--- src/rtl/hazard_stall_ctrl.sv ---
// ----------------------------------------------------------------------------
// hazard_stall_ctrl
//
// Hazard controller for the 5-stage MIPS pipeline. Handles the cases the
// forwarding unit cannot resolve:
//   * load-use dependences  -> freeze PC and IF/ID, insert one bubble into ID/EX
//   * multi-cycle mult/div  -> issue pulse plus a busy tracker; HI/LO readers
//                              and a second mult/div are held until it finishes
//   * taken branches in EX  -> flush IF/ID and bubble ID/EX
// A saturating counter accumulates stall cycles for performance monitoring.
//
// Ports
//   clk              core clock, rising edge
//   reset            asynchronous, active-high
//   id_rs, id_rt     source register fields of the instruction in ID
//   id_uses_rt       instruction in ID reads rt
//   id_is_md         instruction in ID is MULT/MULTU/DIV/DIVU
//   id_reads_hilo    instruction in ID is MFHI/MFLO
//   id_ex_mem_read   instruction in EX is a load
//   id_ex_rt         destination register of the load in EX
//   ex_branch_taken  branch/jump in EX resolved taken
//   pc_write         PC update enable                    (combinational)
//   if_id_write      IF/ID register enable               (combinational)
//   id_ex_bubble     zero control bits entering ID/EX    (combinational)
//   if_id_flush      clear IF/ID                         (combinational)
//   md_start         one-cycle issue pulse to mult/div   (combinational)
//   md_busy          mult/div unit in progress           (registered)
//   stall_cycles     saturating stall-cycle counter      (registered)
// ----------------------------------------------------------------------------
module hazard_stall_ctrl #(
    parameter int MD_LATENCY  = 8,
    parameter int STALL_CNT_W = 16
) (
    input  logic                   clk,
    input  logic                   reset,
    input  logic [4:0]             id_rs,
    input  logic [4:0]             id_rt,
    input  logic                   id_uses_rt,
    input  logic                   id_is_md,
    input  logic                   id_reads_hilo,
    input  logic                   id_ex_mem_read,
    input  logic [4:0]             id_ex_rt,
    input  logic                   ex_branch_taken,
    output logic                   pc_write,
    output logic                   if_id_write,
    output logic                   id_ex_bubble,
    output logic                   if_id_flush,
    output logic                   md_start,
    output logic                   md_busy,
    output logic [STALL_CNT_W-1:0] stall_cycles
);

    localparam int CNT_W = $clog2(MD_LATENCY + 1);

    typedef enum logic [0:0] {
        RUN     = 1'b0,
        MD_BUSY = 1'b1
    } state_t;

    // ------------------------------------------------------------------------
    // State registers and their next-state values
    // ------------------------------------------------------------------------
    state_t                 state_q,   state_d;
    logic [CNT_W-1:0]       md_cnt_q,  md_cnt_d;
    logic                   md_busy_q, md_busy_d;
    logic [STALL_CNT_W-1:0] stall_q,   stall_d;

    // ------------------------------------------------------------------------
    // Hazard detection
    // ------------------------------------------------------------------------
    logic rs_match;
    logic rt_match;
    logic load_use;
    logic md_hold;
    logic stall_event;

    // Register $zero is never a real producer, so a load targeting it cannot
    // create a dependence.
    assign rs_match = (id_ex_rt == id_rs);
    assign rt_match = id_uses_rt && (id_ex_rt == id_rt);
    assign load_use = id_ex_mem_read && (id_ex_rt != 5'd0) && (rs_match || rt_match);

    // A second mult/div or a HI/LO read must wait for the op in flight.
    assign md_hold  = md_busy_q && (id_is_md || id_reads_hilo);

    // ------------------------------------------------------------------------
    // Pipeline control (Mealy): priority branch > load-use > md_hold > issue
    // ------------------------------------------------------------------------
    always_comb begin
        pc_write     = 1'b0;
        if_id_write  = 1'b0;
        id_ex_bubble = 1'b0;
        if_id_flush  = 1'b0;
        md_start     = 1'b0;
        stall_event  = 1'b0;

        if (reset) begin
            // Everything held low while the core is in reset.
        end else if (ex_branch_taken) begin
            // The flush already discards the ID instruction, so any stall it
            // would have needed is moot and is not counted.
            pc_write     = 1'b1;
            if_id_write  = 1'b1;
            id_ex_bubble = 1'b1;
            if_id_flush  = 1'b1;
        end else if (load_use || md_hold) begin
            id_ex_bubble = 1'b1;
            stall_event  = 1'b1;
        end else begin
            pc_write    = 1'b1;
            if_id_write = 1'b1;
            md_start    = id_is_md && !md_busy_q;
        end
    end

    // ------------------------------------------------------------------------
    // Mult/div tracker next state
    // ------------------------------------------------------------------------
    always_comb begin
        state_d   = state_q;
        md_cnt_d  = md_cnt_q;
        md_busy_d = md_busy_q;

        case (state_q)
            RUN: begin
                if (md_start) begin
                    state_d   = MD_BUSY;
                    md_cnt_d  = CNT_W'(MD_LATENCY);
                    md_busy_d = 1'b1;
                end
            end
            MD_BUSY: begin
                // A taken branch does not cancel the count: the issued op is
                // older than the branch and must complete.
                if (md_cnt_q == CNT_W'(1)) begin
                    state_d   = RUN;
                    md_cnt_d  = '0;
                    md_busy_d = 1'b0;
                end else begin
                    md_cnt_d  = md_cnt_q - CNT_W'(1);
                end
            end
            default: begin
                state_d   = RUN;
                md_cnt_d  = '0;
                md_busy_d = 1'b0;
            end
        endcase
    end

    // ------------------------------------------------------------------------
    // Stall counter next state: saturates at all-ones instead of wrapping
    // ------------------------------------------------------------------------
    always_comb begin
        stall_d = stall_q;
        if (stall_event && (stall_q != {STALL_CNT_W{1'b1}})) begin
            stall_d = stall_q + STALL_CNT_W'(1);
        end
    end

    // ------------------------------------------------------------------------
    // Registers
    // ------------------------------------------------------------------------
    always_ff @(posedge clk or posedge reset) begin
        if (reset) begin
            state_q   <= RUN;
            md_cnt_q  <= '0;
            md_busy_q <= 1'b0;
            stall_q   <= '0;
        end else begin
            state_q   <= state_d;
            md_cnt_q  <= md_cnt_d;
            md_busy_q <= md_busy_d;
            stall_q   <= stall_d;
        end
    end

    assign md_busy      = md_busy_q;
    assign stall_cycles = stall_q;

endmodule

--- config.mk ---
export PLATFORM = sky130hd
export DESIGN_NAME = hazard_stall_ctrl
export DESIGN_NICKNAME = d
export VERILOG_FILES = /design/src/rtl/hazard_stall_ctrl.sv
export SDC_FILE = /design/constraint.sdc
export NUM_CORES = 1
export LEC_CHECK = 0
export ABC_AREA = 1
export CAP_MARGIN = 15
export CORE_MARGIN = 2
export CORE_UTILIZATION = 45
export CTS_CLUSTER_SIZE = 25
export DETAILED_ROUTE_END_ITERATION = 8
export GPL_TIMING_DRIVEN = 0
export PLACE_DENSITY = 0.82
export SLEW_MARGIN = 20
export SYNTH_ARGS = -nofsm -noshare
export SYNTH_HDL_FRONTEND = slang
export SYNTH_SLANG_ARGS = --single-unit
export TNS_END_PERCENT = 100
--- constraint.sdc ---
create_clock -name clk -period 2.1 [get_ports clk]
set_input_delay 0.42 -clock clk [delete_from_list [all_inputs] [get_ports clk]]
set_output_delay 0.42 -clock clk [all_outputs]
set_load 0.05 [all_outputs]
==> metrics.md <==
| Metric | Value |
|---|---|
| Final slew viol count | 0 |
| Final setup violation count | 0 |
| Mux cell area share after synthesis | 0% |
| Adder-Cell Fraction of Synth Area | 2.349% |
| CTS Sinks | 22 |
| Cell chain of the critical path | clkdlybuf4s50_1, o21ai_1, inv_1, nand2_2, nand2_4, buf_8, a21oi_4, buf_6, buf_8 |
| Clk slew on worst S/H paths | 130 ps |
| LEAKAGE | around 0.0012 uW |
| Register area share after synthesis | 34.46% |
| Main combinational cell family by area after synthesis | simple AND/OR/NAND/NOR gates |
| Overall Global Routing Usage | roughly 21% |
| Final Hold Vio Count | 0 |
| Cell count after placement | about 320 |
| Via Count | 1,681 |
| Grt total ovfl | 0 |
| Seq pwr share | 34.3% |
| Slowest cell on the critical path | clkdlybuf4s50_1 |
| Area of the mapped netlist | 1598 um2 |
| Final Critical Period | 2042 ps |
| Largest net degree at the start of global routing | 14 |
| Worst Tran Pin Value | 540.2 ps |
| Sw Pwr | 782.1 uW |
| First-pass GRT wire length | 6748 um |
| Die width | 63.59 um |
| Remaining antenna violation count | 0 |
| CP Buf/Inv Count | 5 |
| DR pass1 iterations | 6 |
| Number of synthesis warnings | 0 |
| Ports | 44 |
| CP arrival | approximately 1600 ps |
| Synth Area in Compound Gates | under 10% |
| Final WL | 4015 um |
| Setup CP Type | in -> out |
| Max-Cap Viols | 0 |
| Outcome | complete, no violations |
| Detailed placement HPWL | 2931 um |
| Post-Synth XOR/XNOR Area | 8.771% |
| Largest stage delay on the critical path | 400 ps |
| DP Worst Slack | -1174 ps |
| CTS H-tree depth | 1 |
| Crit start category | primary input |
| Placeable Area | approximately 3400 um2 |
| Hold_ws | 432.0 ps |
| WL/cell | 12.17 um |
| Cts bufs inserted | 3 |
| Max Root-Sink Buffers | 2 |
| Post-route clock period utilization | a little over nine tenths |
| Pwr/cell area | about 840 nW/um2 |
| Crit end category | primary output |
| Family with the most delay on the worst path | buffers and inverters |
| Worst path most repeated cell | buf_8 |
| Rows | 21 |
| Synth Net Count | between 200 and 300 |
| Worst skew pair latency | roughly 320 ps |
| Combinational share of power | around 48% |
| RSZ-0062 raised after global routing | yes |
| Ant. Diodes | 0 |
| Count of input and output buffers | 43 |
| Final RePlAce weighted congestion | 0.8571 |
| Initial antenna violation count | 0 |
| Internal power | 1048 uW |
| Post-synthesis cell type count | 25 |
| Initial Util | between 40% and 50% |
| Switching Fraction | 42.74% |
| Post-Synth Simple-Gate Area | 41.90% |
| Syn_area_per_cell | 6.887 um2 |
| Layout net count | 310 |
| Die ar. | about 4000 um2 |
| Final core occ | 65.10% |
| Layout cells sized above 1 | 16.20% |
| CTS tree | yes |
| Die Ht | roughly 64 um |
| Clock skew | ~2.3 ps |
| Worst-path maximum fanout | 3 |
| Worst endpoint required time | 1680 ps |
| Rel. slew slack | 63.79% |
| FMAX | between 400 and 500 MHz |
| Area grow syn2layout | 37.04% |
| Clock power share | 18.0% |
| Root buf cell | clkbuf_4 |
| Worst Hold Class | in -> async |
| Via-to-Cell Ratio | about 5.1 |
| Vias in the first global route | 1,570 |
| DRC Markers | 0 |
| Setup ws final | roughly 58 ps |
| #FFs+latches synth | 22 |
| Worst IR Drop VDD | 0.5385 mV |
| DRT iter0 DRCs | 93 |
| Mapped Cells | 232 |
| Fin cells | 330 |
worst reg2reg max path, delay by kind of cell, from the launching register on:
kind,cells,cell delay (ps)
AND/OR/NAND/NOR,5,540
flip-flops,1,460
AO/OA/AOI/OAI,1,280
buffers and inverters,2,260
adder cells (fa/ha/maj),1,250
path summary, 6_finish.rpt:
path	from	endpoint	slack [ps]	cells after the start
worst max register to register	stall_cycles[0]$_DFFE_PP0P_	stall_cycles[8]$_DFFE_PP0P_	220	9
worst max-delay path	id_ex_mem_read	pc_write	60	9
worst min register to register	md_cnt_q[1]$_DFFE_PP0P_	md_cnt_q[1]$_DFFE_PP0P_	550	2
worst min-delay path	reset	stall_cycles[8]$_DFFE_PP0P_	430	3
min in group clk	md_cnt_q[1]$_DFFE_PP0P_	md_cnt_q[1]$_DFFE_PP0P_	550	2
max in group asynchronous	reset	stall_cycles[0]$_DFFE_PP0P_	1370	2
flip-flops by register name, indices dropped and copies added (netlist names):
register      count
stall_cycles     16
md_busy           1
state_q           1
md_cnt_q          4
Yosys cell counts (all sizes together):
cell type | instances | share of area (%)
nand2 | 86 | 21
inv | 29 | 6.8
dfrtp | 22 | 34
nor2 | 21 | 5.1
nand4 | 20 | 7.8
nand3 | 14 | 5.2
xor2 | 12 | 6.6
nor3 | 6 | 2.2
buf | 5 | 2.3
o21ai | 4 | 1.3
xnor2 | 4 | 2.2
ha | 3 | 2.3
a21oi | 2 | 0.63
a31oi | 1 | 1.3
and2 | 1 | 0.55
clkbuf | 1 | 0.23
or2 | 1 | 0.39
what timing repair did:
| item | CTS | global route |
|---|---|---|
| setup buffers | 3 | 1 |
| hold buffers | 0 | 0 |
| cloned | 1 | 0 |
| setup endpoints to repair | 5 | 10 |
| resized for setup | 62 | 26 |
| pin swaps | 11 | 15 |
cell usage in the layout, fill, tap and decap left out, drive strengths merged:
cell and n:
clkinvlp 2, bufinv 1, a21oi 2, dlymetal6s2s 7, nand2 86, nand3 14, buf 14, dlygate4sd2 5
ha 3, and2 1, xor2 12, nor2 21, dfrtp 22, inv 28, nor3 6, or2 1
clkdlybuf4s50 13, clkbuf 12, clkdlybuf4s15 5, o21ai 4, nand4 20, a31oi 1, xnor2 4
cells by family (layout without fill, tap and decap cells):
| logic type | after synthesis | in the layout |
|---|---|---|
| compound gates | 7 | 7 |
| simple gates | 149 | 149 |
| xor+xnor | 16 | 16 |
| flops | 22 | 22 |
| buf+inv | 35 | 87 |
| fa+ha+maj | 3 | 3 |
through the flow:
| step | area [um2] | setup TNS, ps | total power [uW] |
|---|---|---|---|
| 5_1_grt | 2190 | -20.15 | 1954 |
| 3_5_place_dp | 2110 | -5122 | 1470 |
| 6_report | 2190 | 0 | 1830 |
| 3_3_place_gp | 2110 | -5080 | 1439 |
| 4_1_cts | 2190 | 0 | 1833 |
| 2_1_floorplan | 1622 | 0 | 1207 |
power groups by stage:
stage	clock network [uW]	registers (uW)	logic, uW
after CTS	341	625	867
after detailed placement	0	630	840
final	329	628	873
after global placement	0	625	814
after global routing	361	642	951
after floorplan	0	765	441
per-layer routing:
metal | track usage (%) | vias to the layer above | part of all wire, % | routed length [um]
met5 | 0 | - | 0 | 0
met4 | 8.696 | 0 | 1.1 | 44
met3 | 4.821 | 6 | 6.3 | 251
met2 | 34.34 | 62 | 48 | 1935
met1 | 25.90 | 767 | 44 | 1783
li1 | - | 846 | - | -
final cells by class:
type / instances / area, um2
clock inverter: 1 / 30.03
tap: 46 / 57.56
buffer: 6 / 71.32
fill: 317 / 1174
inverter: 29 / 112.6
timing repair inverter: 1 / 5.005
timing repair buffer: 47 / 421.7
clock buffer: 3 / 22.52
multi-input combinational: 175 / 918.4
sequential: 22 / 550.5
Note: power is estimated with default switching activity, not from simulation.
==> RTL change, RTL diff (same settings) <==
The parameter `STALL_CNT_W` goes from 16 to 32.
--- a/src/rtl/hazard_stall_ctrl.sv
+++ b/src/rtl/hazard_stall_ctrl.sv
@@ -29,7 +29,7 @@
 // ----------------------------------------------------------------------------
 module hazard_stall_ctrl #(
     parameter int MD_LATENCY  = 8,
-    parameter int STALL_CNT_W = 16
+    parameter int STALL_CNT_W = 32
 ) (
     input  logic                   clk,
     input  logic                   reset,
Ports: changed (resized stall_cycles); port bits go from 44 to 60. The function was not compared with the original's and may differ.
==> RTL change against the unedited design <==
- register-to-register slack got worse by 0.06 ns
- synthesized cell count up 82%
- sequential share of layout area is 1.1 points higher
- non-clock buffer count up 27
- die area up 68%
- sequential cell count rose by 16
- area after synthesis rose by 73%
- final area is 66% higher
- global-route usage rose by 4.7 points
- total power up 41%
- final cell count is 74% higher
- wire length is 97% higher
- worst setup slack lost 0.044 ns
==> RTL change: results (changes against the unedited design) <==
.. list-table::
   :header-rows: 1

   * - Metric
     - Value
   * - Relative area of non-clock buffer cells in the final design
     - 18.9% (was 22.5%)
   * - Vias in the first global route
     - 2,809 (was 1,570)
   * - H-tree Lvls
     - 2 (was 1)
   * - First-iteration detailed-routing DRC count
     - 183 (was 93)
   * - Proportion of layout cells with a drive suffix above 1
     - 13.2% (was 16.2%)
   * - Setup slack at placement
     - -1.40 ns (was -1.17 ns)
   * - Pin count of the biggest net entering global routing
     - 20 (was 14)
   * - Cell area after layout
     - 3630 sq um (was 2190 sq um)
   * - Post-CTS repair timing setup buffer count
     - 7 (was 3)
   * - Power in combinational cells
     - 1020 uW (was 873 uW)
   * - Arrival @ worst endpoint
     - 1.67 ns (was 1.62 ns)
   * - Multi-input gates
     - 339 (was 175)
   * - GPL Wtd Cong
     - 0.934 (was 0.857)
   * - Detailed-route wire length
     - 7900 um (was 4020 um)
   * - Clock slew at the register clock pins of the worst setup and hold paths
     - 0.08 ns (was 0.13 ns)
   * - Global-route wire length before repair
     - 13,100 um (was 6750 um)
   * - R2R Setup Slk
     - 0.16 ns (was 0.22 ns)
   * - Critical path's largest stage delay
     - 0.43 ns (was 0.40 ns)
   * - Net Sw Power
     - 1030 uW (was 782 uW)
   * - Sequential fraction of total cell area
     - 26.2% (was 25.1%)
   * - Total number of vias
     - 2,926 (was 1,681)
   * - Max FFs per register
     - 32 (was 16)
   * - Port Buffer Count
     - 59 (was 43)
   * - Power attributed to the clock group
     - 613 uW (was 329 uW)
   * - Max Fanout on Critical Path
     - 4 (was 3)
   * - Layout filler cell count
     - 569 (was 317)
   * - Max-slew headroom
     - 37.0% (was 63.8%)
   * - Status
     - finished clean (unchanged)
   * - Leak Pwr
     - 0.00177 uW (was 0.00123 uW)
RTL change: cell count changes after synthesis, moves of 6 or more:
| cell | before | now |
|---|---|---|
| nand2_1 | 85 | 180 |
| nor2_1 | 20 | 53 |
| nand4_1 | 20 | 38 |
| dfrtp_1 | 22 | 38 |
| nand3b_1 | 0 | 7 |
| inv_1 | 25 | 31 |
| xor2_1 | 12 | 18 |
RTL change: cell families (layout without fill, tap and decap cells):
family	after synthesis	count (layout)	synth area share, %
compound gates	10	10	2.12
fa+ha+maj	3	3	1.35
simple gates	303	303	47.6
flops	38	38	34.3
buf+inv	45	122	7.31
xor+xnor	23	23	7.27
RTL change: metal layers:
metal,up-vias,part of all wire [%]
met4,0,2.0
met5,-,0
met1,1327,46
li1,1497,-
met3,16,5.7
met2,86,46
RTL change: stage by stage:
stage	hold WS (ns)	total power, uW	utilization [%]
finish	0.487	2580	61.4
global route	0.529	2720	61.4
CTS	0.477	2580	61.7
detailed placement	0.512	1890	58.6
global placement	0.509	1860	58.6
floorplan	0.389	1590	-
